File: config.mk
export PLATFORM = sky130hd
export DESIGN_NAME = mac_tx_frame_build
export DESIGN_NICKNAME = d
export VERILOG_FILES = /design/src/rtl/mac_pkg.sv /design/src/rtl/mac_tx_frame_build.sv
export SDC_FILE = /design/constraint.sdc
export NUM_CORES = 1
export LEC_CHECK = 0
export CAP_MARGIN = 25
export CORE_UTILIZATION = 53
export DETAILED_ROUTE_END_ITERATION = 8
export PLACE_DENSITY = 0.8
export SLEW_MARGIN = 0
export SYNTH_ARGS = -nofsm -noshare
export SYNTH_HDL_FRONTEND = slang
export SYNTH_SLANG_ARGS = --single-unit
File: constraint.sdc
create_clock -name logic_clk -period 3.17 [get_ports logic_clk]
set_clock_uncertainty 0.1 [all_clocks]
set_input_delay 0.634 -clock logic_clk [delete_from_list [all_inputs] [get_ports logic_clk]]
set_output_delay 0.634 -clock logic_clk [all_outputs]
set_load 0.01 [all_outputs]
File: src/rtl/mac_pkg.sv
// Shared state type and Ethernet framing constants for the MAC transmit path.
package mac_pkg;

  typedef enum logic [2:0] {
    ST_IDLE,
    ST_HEADER,
    ST_PAYLOAD,
    ST_PAD,
    ST_DROP
  } mac_state_e;

  localparam int MAC_HDR_LEN     = 14;
  localparam int MAC_MIN_PAYLOAD = 46;
  localparam int MAC_MAX_PAYLOAD = 1500;

  localparam logic [15:0] ETH_TYPE_IPV4 = 16'h0800;
  localparam logic [15:0] ETH_TYPE_ARP  = 16'h0806;

endpackage

File: src/rtl/mac_tx_frame_build.sv
// Builds an Ethernet frame (header, payload, zero pad) from an upper-layer byte
// stream; the registered output feeds the CRC/preamble stage.
//
// state      | meaning
// IDLE       | waiting for the first payload byte with a free output register
// HEADER     | emitting dst MAC, LOCAL_MAC and EtherType (14 bytes)
// PAYLOAD    | copying upper bytes to the output
// PAD        | emitting 8'h00 until 46 payload bytes have gone out
// DROP       | over-length tail: accept and discard until upper tlast
module mac_tx_frame_build
  import mac_pkg::*;
#(
  parameter logic [47:0] LOCAL_MAC   = 48'h00_0A_35_00_00_01,
  parameter int          MAX_PAYLOAD = MAC_MAX_PAYLOAD
) (
  input  logic        logic_clk,
  input  logic        logic_rst_n,
  input  logic [7:0]  upper_tdata_in,
  input  logic        upper_tvalid_in,
  output logic        upper_tready_out,
  input  logic        upper_tlast_in,
  input  logic [47:0] frame_dst_mac_in,
  input  logic [15:0] frame_type_in,
  output logic [7:0]  mac_tdata_out,
  output logic        mac_tvalid_out,
  input  logic        mac_tready_in,
  output logic        mac_tlast_out
);

  localparam logic [3:0]  HDR_LAST = 4'(MAC_HDR_LEN - 1);
  localparam logic [10:0] MIN_PAY  = 11'(MAC_MIN_PAYLOAD);
  localparam logic [10:0] MAX_PAY  = 11'(MAX_PAYLOAD);

  mac_state_e  state_q, state_d;
  logic [1:0]  rst_sync_q, rst_sync_d;
  logic [3:0]  hdr_idx_q, hdr_idx_d;
  logic [10:0] pay_cnt_q, pay_cnt_d;
  logic [47:0] dst_mac_q, dst_mac_d;
  logic [15:0] eth_type_q, eth_type_d;
  logic [7:0]  mac_tdata_q, mac_tdata_d;
  logic        mac_tvalid_q, mac_tvalid_d;
  logic        mac_tlast_q, mac_tlast_d;

  logic         run;
  logic         out_free;
  logic         up_accept;
  logic [10:0]  pay_cnt_inc;
  logic [111:0] hdr_vec;
  logic [111:0] hdr_shift;
  logic [7:0]   hdr_byte;

  // FSM is held in IDLE until the release of reset has passed two flops.
  assign run       = rst_sync_q[1];
  assign out_free  = !mac_tvalid_q || mac_tready_in;
  assign hdr_vec   = {dst_mac_q, LOCAL_MAC, eth_type_q};
  assign hdr_shift = hdr_vec << {hdr_idx_q, 3'b000};
  assign hdr_byte  = hdr_shift[111:104];

  assign upper_tready_out = (state_q == ST_DROP) ||
                            ((state_q == ST_PAYLOAD) && out_free);
  assign up_accept        = upper_tvalid_in && upper_tready_out;
  assign pay_cnt_inc      = pay_cnt_q + 11'd1;

  always_comb begin
    rst_sync_d   = {rst_sync_q[0], 1'b1};
    state_d      = state_q;
    hdr_idx_d    = hdr_idx_q;
    pay_cnt_d    = pay_cnt_q;
    dst_mac_d    = dst_mac_q;
    eth_type_d   = eth_type_q;
    mac_tdata_d  = mac_tdata_q;
    mac_tvalid_d = mac_tvalid_q && !mac_tready_in;
    mac_tlast_d  = mac_tlast_q;

    case (state_q)
      ST_IDLE: begin
        if (run && upper_tvalid_in && out_free) begin
          dst_mac_d  = frame_dst_mac_in;
          eth_type_d = frame_type_in;
          hdr_idx_d  = 4'd0;
          pay_cnt_d  = 11'd0;
          state_d    = ST_HEADER;
        end
      end
      ST_HEADER: begin
        if (out_free) begin
          mac_tdata_d  = hdr_byte;
          mac_tvalid_d = 1'b1;
          mac_tlast_d  = 1'b0;
          hdr_idx_d    = hdr_idx_q + 4'd1;
          if (hdr_idx_q == HDR_LAST) state_d = ST_PAYLOAD;
        end
      end
      ST_PAYLOAD: begin
        if (up_accept) begin
          mac_tdata_d  = upper_tdata_in;
          mac_tvalid_d = 1'b1;
          mac_tlast_d  = 1'b0;
          pay_cnt_d    = pay_cnt_inc;
          if (upper_tlast_in) begin
            if (pay_cnt_inc >= MIN_PAY) begin
              mac_tlast_d = 1'b1;
              state_d     = ST_IDLE;
            end else begin
              state_d = ST_PAD;
            end
          end else if (pay_cnt_inc == MAX_PAY) begin
            mac_tlast_d = 1'b1;
            state_d     = ST_DROP;
          end
        end
      end
      ST_PAD: begin
        if (out_free) begin
          mac_tdata_d  = 8'h00;
          mac_tvalid_d = 1'b1;
          pay_cnt_d    = pay_cnt_inc;
          mac_tlast_d  = (pay_cnt_inc == MIN_PAY);
          if (pay_cnt_inc == MIN_PAY) state_d = ST_IDLE;
        end
      end
      ST_DROP: begin
        if (up_accept && upper_tlast_in) state_d = ST_IDLE;
      end
      default: state_d = ST_IDLE;
    endcase
  end

  always_ff @(posedge logic_clk or negedge logic_rst_n) begin
    if (!logic_rst_n) begin
      state_q      <= ST_IDLE;
      rst_sync_q   <= 2'b00;
      hdr_idx_q    <= 4'd0;
      pay_cnt_q    <= 11'd0;
      dst_mac_q    <= 48'd0;
      eth_type_q   <= 16'd0;
      mac_tdata_q  <= 8'd0;
      mac_tvalid_q <= 1'b0;
      mac_tlast_q  <= 1'b0;
    end else begin
      state_q      <= state_d;
      rst_sync_q   <= rst_sync_d;
      hdr_idx_q    <= hdr_idx_d;
      pay_cnt_q    <= pay_cnt_d;
      dst_mac_q    <= dst_mac_d;
      eth_type_q   <= eth_type_d;
      mac_tdata_q  <= mac_tdata_d;
      mac_tvalid_q <= mac_tvalid_d;
      mac_tlast_q  <= mac_tlast_d;
    end
  end

  assign mac_tdata_out  = mac_tdata_q;
  assign mac_tvalid_out = mac_tvalid_q;
  assign mac_tlast_out  = mac_tlast_q;

endmodule
After elaboration in Yosys (flattened, before gate mapping) --
Cells that the tools add are included.
Cells by class: add/subtract/negate cells 2, order comparisons 1, equal/unequal tests 15, shifts and indexed selects 1, multiplexer cells 32, reduce and logical (&&, ||, !) cells 20
Operator list (number):
- << shifter 112 x 7 -> 112 bit | 1
- 2-to-1 mux 11 bit | 3
- case mux 11 bit (3 select lines) | 1
- 2-to-1 mux 3 bit | 9
- 2-to-1 mux 8 bit | 3
- case mux 8 bit (3 select lines) | 1
- case mux 3 bit (5 select lines) | 1
- inequality test 2 bit (second input constant) | 6
- adder 11 x 1 -> 11 bit (second input constant) | 1
- equality test 11 bit (second input constant) | 1
- equality test 11 x 6 -> 1 bit (second input constant) | 1
- greater-or-equal comparator 11 x 6 -> 1 bit (second input constant) | 1
- 2-to-1 mux 1 bit | 8
- 2-to-1 mux 4 bit | 2
- case mux 4 bit (2 select lines) | 1
- AND reduction 4 bit | 2
- AND reduction 8 bit | 1
- equality test 3 x 2 -> 1 bit (second input constant) | 2
- logical AND 1 bit | 6
- nonzero test 3 bit | 2
- adder 4 x 1 -> 4 bit (second input constant) | 1
- equality test 4 bit (second input constant) | 1
- equality test 3 x 1 -> 1 bit (second input constant) | 1
- equality test 3 bit (second input constant) | 1
- 12 further kinds | 14
Storage, ports and cells: register bits after elaboration 94, input bits 77, output and inout bits 11, word-level logic and storage cells 80

Longest topological paths before layout --
depth in word-level cells 8, mapped depth 9, depth with buffers taken out 7

Least setup slack after synthesis --
No wires, ideal clock.
path kind reg-to-reg, start register pay_cnt_q[0], end register state_q[1], library setup time 124 ps, arrival 1970 ps, required time 2946 ps, setup slack 976 ps, stages on the path, launching flop included 8, buffers on the path 0, clock period less this slack 2194 ps, cells stage by stage dfrtp_1 -> ha_1 -> and4_1 -> a211o_1 -> a22oi_2 -> nand4_1 -> a31o_1 -> a211o_1
On the way: longest elaborated chain between the ends 6, elaborated cells on any way between the ends 11, classes of those cells 1 x add/sub; 1 x order compare; 4 x eq/ne; 4 x mux; 1 x reduce/logical
RTL lines:
- start, declared | line mac_tx_frame_build.sv:37 | logic [10:0] pay_cnt_q, pay_cnt_d;
- start signal, assigned | line mac_tx_frame_build.sv:144 | pay_cnt_q <= pay_cnt_d;
- adder 11 x 1 -> 11 bit * | line mac_tx_frame_build.sv:62 | assign pay_cnt_inc = pay_cnt_q + 11'd1;
- greater-or-equal comparator 11 x 6 -> 1 bit | line mac_tx_frame_build.sv:101 | if (pay_cnt_inc >= MIN_PAY) begin
- 2-to-1 mux 2 bit | line mac_tx_frame_build.sv:101
- 2-to-1 mux 3 bit | line mac_tx_frame_build.sv:100 | if (upper_tlast_in) begin
- 2-to-1 mux 3 bit | line mac_tx_frame_build.sv:95 | if (up_accept) begin
- case mux 3 bit (5 select lines) | line mac_tx_frame_build.sv:75 | case (state_q)
- end signal, assigned | line mac_tx_frame_build.sv:141 | state_q <= state_d;
- end, declared | line mac_tx_frame_build.sv:34 | mac_state_e state_q, state_d;
Every way passes the cells marked *; elsewhere a longest branch is shown, timed or not. The select of a mux whose other input is x is not followed. A chain may end at the register's enable or synchronous reset.

Worst setup path in the final report --
start input mac_tready_in, end output upper_tready_out
On the way: longest elaborated chain between the ends 3
RTL lines:
- start, declared | line mac_tx_frame_build.sv:26 | input logic mac_tready_in,
- logical OR 1 bit | line mac_tx_frame_build.sv:54 | assign out_free = !mac_tvalid_q || mac_tready_in;
- logical AND 1 bit | line mac_tx_frame_build.sv:60 | ((state_q == ST_PAYLOAD) && out_free);
- logical OR 1 bit | line mac_tx_frame_build.sv:59 | assign upper_tready_out = (state_q == ST_DROP) ||
- end, declared | line mac_tx_frame_build.sv:20 | output logic upper_tready_out,
No other way between the ends.

==> results.md <==
- Total I/O pin count: just under 90
- Initial antenna violation count: 0
- Final instance area: between 0.005 and 0.006 mm2
- P_sw: about 0.0018 W
- Clock sink count: 94
- Dominant cells by area after synthesis: dfrtp_1 48%, mux2_1 15%, mux4_2 3.7%
- Vias in the first global route: 3616
- Detail Route Antenna Nets: 0
- Cell type contributing the most total cell area after synthesis: dfrtp_1
- P_leak: roughly 2.5 nW
- Part of the power in registers: 0.432
- Number of cells upsized or downsized after cts: 0
- Setup fix buffers added after clock tree synthesis: 0
- Die span in x: 97.70 um
- Number of H-tree levels: 3
- Number of library cell types mapped by synthesis: 57
- Vias/cell: between 5 and 6
- Gate Count Post-Synth: ~430
- First element of the critical path: mac_tready_in
- Number of violations of the max-capacitance limit: 0
- Primary flip-flop cell chosen by synthesis mapping: dfrtp_1
- R2R Path Start: pay_cnt_q[0]$_DFFE_PN0P_
- Sequential fraction of the synthesis area: 0.4847
- Pin count of the biggest net entering global routing: 52
- Synth-to-layout area growth: 22.69%
- Root Buffer: clkbuf_8
- Starting utilization of the core area: 0.5512
- Worst-skew pair later-pin latency: 0.36 ns
- IR drop worst, VDD: between 0.4 and 0.5 mV
- Wire length per cell: between 15 and 20 um
- Number of warnings reported in the yosys synthesis log: 0
- Sequence of cells on the critical path: clkdlybuf4s50_1 -> nor2b_1 -> nor2_1 -> a21oi_1 -> nor2_1 -> clkdlybuf4s50_1
- Number of buffers created by CTS: 9
- Slowest library cell on the worst path: clkdlybuf4s50_1
- Count of nets after finishing: approximately 580
- 1st-iter DRT viols: roughly 160
- Overall routed net length: between 10000 and 15000 um
- HPWL after detailed placement: 7644 um
- Worst slew margin: 0.5618
- Post-CTS Hold Fix Bufs: 0
- Type of the worst setup path: input port to output port
- Total of flip-flops plus latches after synthesis: 94
- Gpl congestion: a little over 0.8
- DRT Pass-1 Iters: 7
- Net switching fraction of the power: 0.3697
- Height of the die: a little under 100 um
- Port Buffer Count: 87
- Final number of hold-violating endpoints: 0
- Post-synthesis area per instance: approximately 11 um2
- Number of remaining DRC errors: 12
- Synth top area share: 0.4847
- Setup repair after global routing missed its margin: no
- Transition time at the pin with the least slew margin: 0.6574 ns
- TritonCTS clock tree: yes
- Area used by multi-input combinational logic: ~0.0023 mm2
- Number of flops mapped to enable cells by yosys: 0
- Placeable Area: a little under 0.009 mm2
- Filler Cell Count: 680
- Layout cell share with drive strength beyond 1: 0.07356
- Share of total power in combinational logic: 0.423
- Antenna Diode Count: 0
- Class of the worst hold path: input port to async pin
- Residual overflow from global routing: 0
- Worst Reg2Reg Path Length in Cells: 7
- Global-route wire length before repair: between 15000 and 20000 um
- Number of placement rows: 34
- Post-Route Setup TNS: 0 ns
- Share of flip-flops with an asynchronous set or reset after synthesis: 1.000
- Period minus WS final: a little under 3 ns
- CP Data Arrival Time: 2.23 ns
- Failing checks: design-rule violations
- Power density relative to cell area: roughly 830 mW/mm2
- Count of final setup violators: 0
- Post-Syn Nets: 509
- Vias: about 3500
- Overall routing resource usage: 0.2330
- Critical path endpoint category: output port
- Number of max-slew violations in the final report: 0
- Fraction of power consumed by the clock network: 0.145
- Maximum root-to-sink buffer count: 2
- Total placed instance area: about 0.0058 mm2
- Sequential cell area: approximately 0.0024 mm2
- Status: finished with violations
- Worst Path Max Fanout: 4
- Mapped Area: around 0.0049 mm2
- Startpoint class of the critical path: input port
- Total Die Area: about 0.0095 mm2
- Worst endpoint required time: between 2 and 2.5 ns
- Part of the cycle the worst path needs: 0.9361
- Slowest Stage Delay on Critical Path: between 0.4 and 0.5 ns
- Clock-pin slew reported for the worst setup and hold paths after clock tree synthesis: 0.09 ns
- Cell-internal power: 0.003127 W
- Peak clock frequency supported by timing: approximately 340 MHz
-- Yosys cell counts, types with 8 or more instances --
library cell	instances
a21oi_1	19
buf_2	15
clkbuf_1	13
dfrtp_1	94
mux2_1	64
mux2i_1	15
mux4_2	8
nand2_1	23
nand2b_1	8
nand3_1	8
nor2_1	24
o21ai_1	23
-- cell type report --
class / count / share of cell area
Timing Repair Buffer: 96 / 0.1614
Multi-Input combinational cell: 291 / 0.3875
Inverter: 7 / 0.004413
Clock buffer: 10 / 0.02311
Clock inverter: 5 / 0.005884
Tap cell: 108 / 0.02269
Sequential cell: 94 / 0.3950
-- sequential cells by signal, summed over array words and instances (netlist names) --
register,flops
mac_tvalid_out,1
hdr_idx_q,4
pay_cnt_q,11
rst_sync_q,2
mac_tdata_out,8
eth_type_q,16
dst_mac_q,48
state_q,3
mac_tlast_out,1
-- layer usage --
layer,vias to the layer above,track usage,share of wire
li1,1701,-,-
met1,1725,0.3056,0.45
met2,98,0.3753,0.48
met3,19,0.04676,0.045
met4,0,0.1049,0.025
met5,-,0,0
-- power groups by stage --
stage               Clock (W)  Sequential, W  Combinational [W]
floorplan                   0        0.00200            0.00153
finish               0.000718        0.00214            0.00210
detailed placement          0        0.00217            0.00210
global route         0.000778        0.00222            0.00231
CTS                  0.000736        0.00214            0.00211
global placement            0        0.00212            0.00203
-- metrics by stage --
step                      utilization  setup WS, ns  instances  hold slack [ns]  total power, W
final                          0.6762        0.2026        611           0.1992        0.004961
after global routing           0.6762       0.06697        611           0.2564        0.005310
after CTS                      0.6762        0.2134        611           0.2157        0.004987
after detailed placement       0.6566        0.2231        596           0.2397        0.004264
after global placement         0.6566        0.2916        596           0.2322        0.004149
after floorplan                     -        0.9762        426           0.2312        0.003527
-- worst paths after layout --
kind | slack, ns | endpoint
setup / recovery | 0.20 | upper_tready_out
hold / removal | 0.20 | pay_cnt_q[7]$_DFFE_PN0P_
setup reg to reg | 0.51 | state_q[1]$_DFFE_PN0P_
hold reg to reg | 0.26 | rst_sync_q[1]$_DFF_PN0_
max in group asynchronous | 2.11 | eth_type_q[11]$_DFFE_PN0P_
min in group logic_clk | 0.26 | rst_sync_q[1]$_DFF_PN0_
-- kinds of logic (layout without fill, tap and decap cells) --
logic type | after synthesis | after routing | share of synthesized area
AND/OR/NAND/NOR | 101 | 101 | 0.1111
multiplexers | 88 | 88 | 0.2189
other | 1 | 1 | 0.0007727
flip-flops | 94 | 94 | 0.4847
adder cells (fa/ha/maj) | 6 | 6 | 0.01547
buffers and inverters | 41 | 118 | 0.04176
AO/OA/AOI/OAI | 88 | 88 | 0.1147
XOR/XNOR | 7 | 7 | 0.01263
-- cells in the final DEF (no fill, tap or decap), drive strengths merged, types with 5 or more instances in the layout --
cell / synthesis / routed
mux2: 65 / 65
clkdlybuf4s50: 0 / 86
o21ai: 29 / 29
nor2: 24 / 24
nor3b: 6 / 6
clkbuf: 13 / 10
nor3: 6 / 6
dfrtp: 94 / 94
nand3: 8 / 8
ha: 6 / 6
a31oi: 6 / 6
inv: 7 / 8
buf: 21 / 10
a21oi: 19 / 19
nand2: 23 / 23
o22ai: 5 / 5
nand4: 6 / 6
mux2i: 15 / 15
nand2b: 8 / 8
mux4: 8 / 8
-- critical path: cells and delay by family --
| kind | cells | cell delay, ns |
|---|---|---|
| and+or+nand+nor | 3 | 0.53 |
| buffers and inverters | 2 | 0.92 |
| AOI/OAI and AO/OA | 1 | 0.13 |
Power figures use the tool's default switching activity.
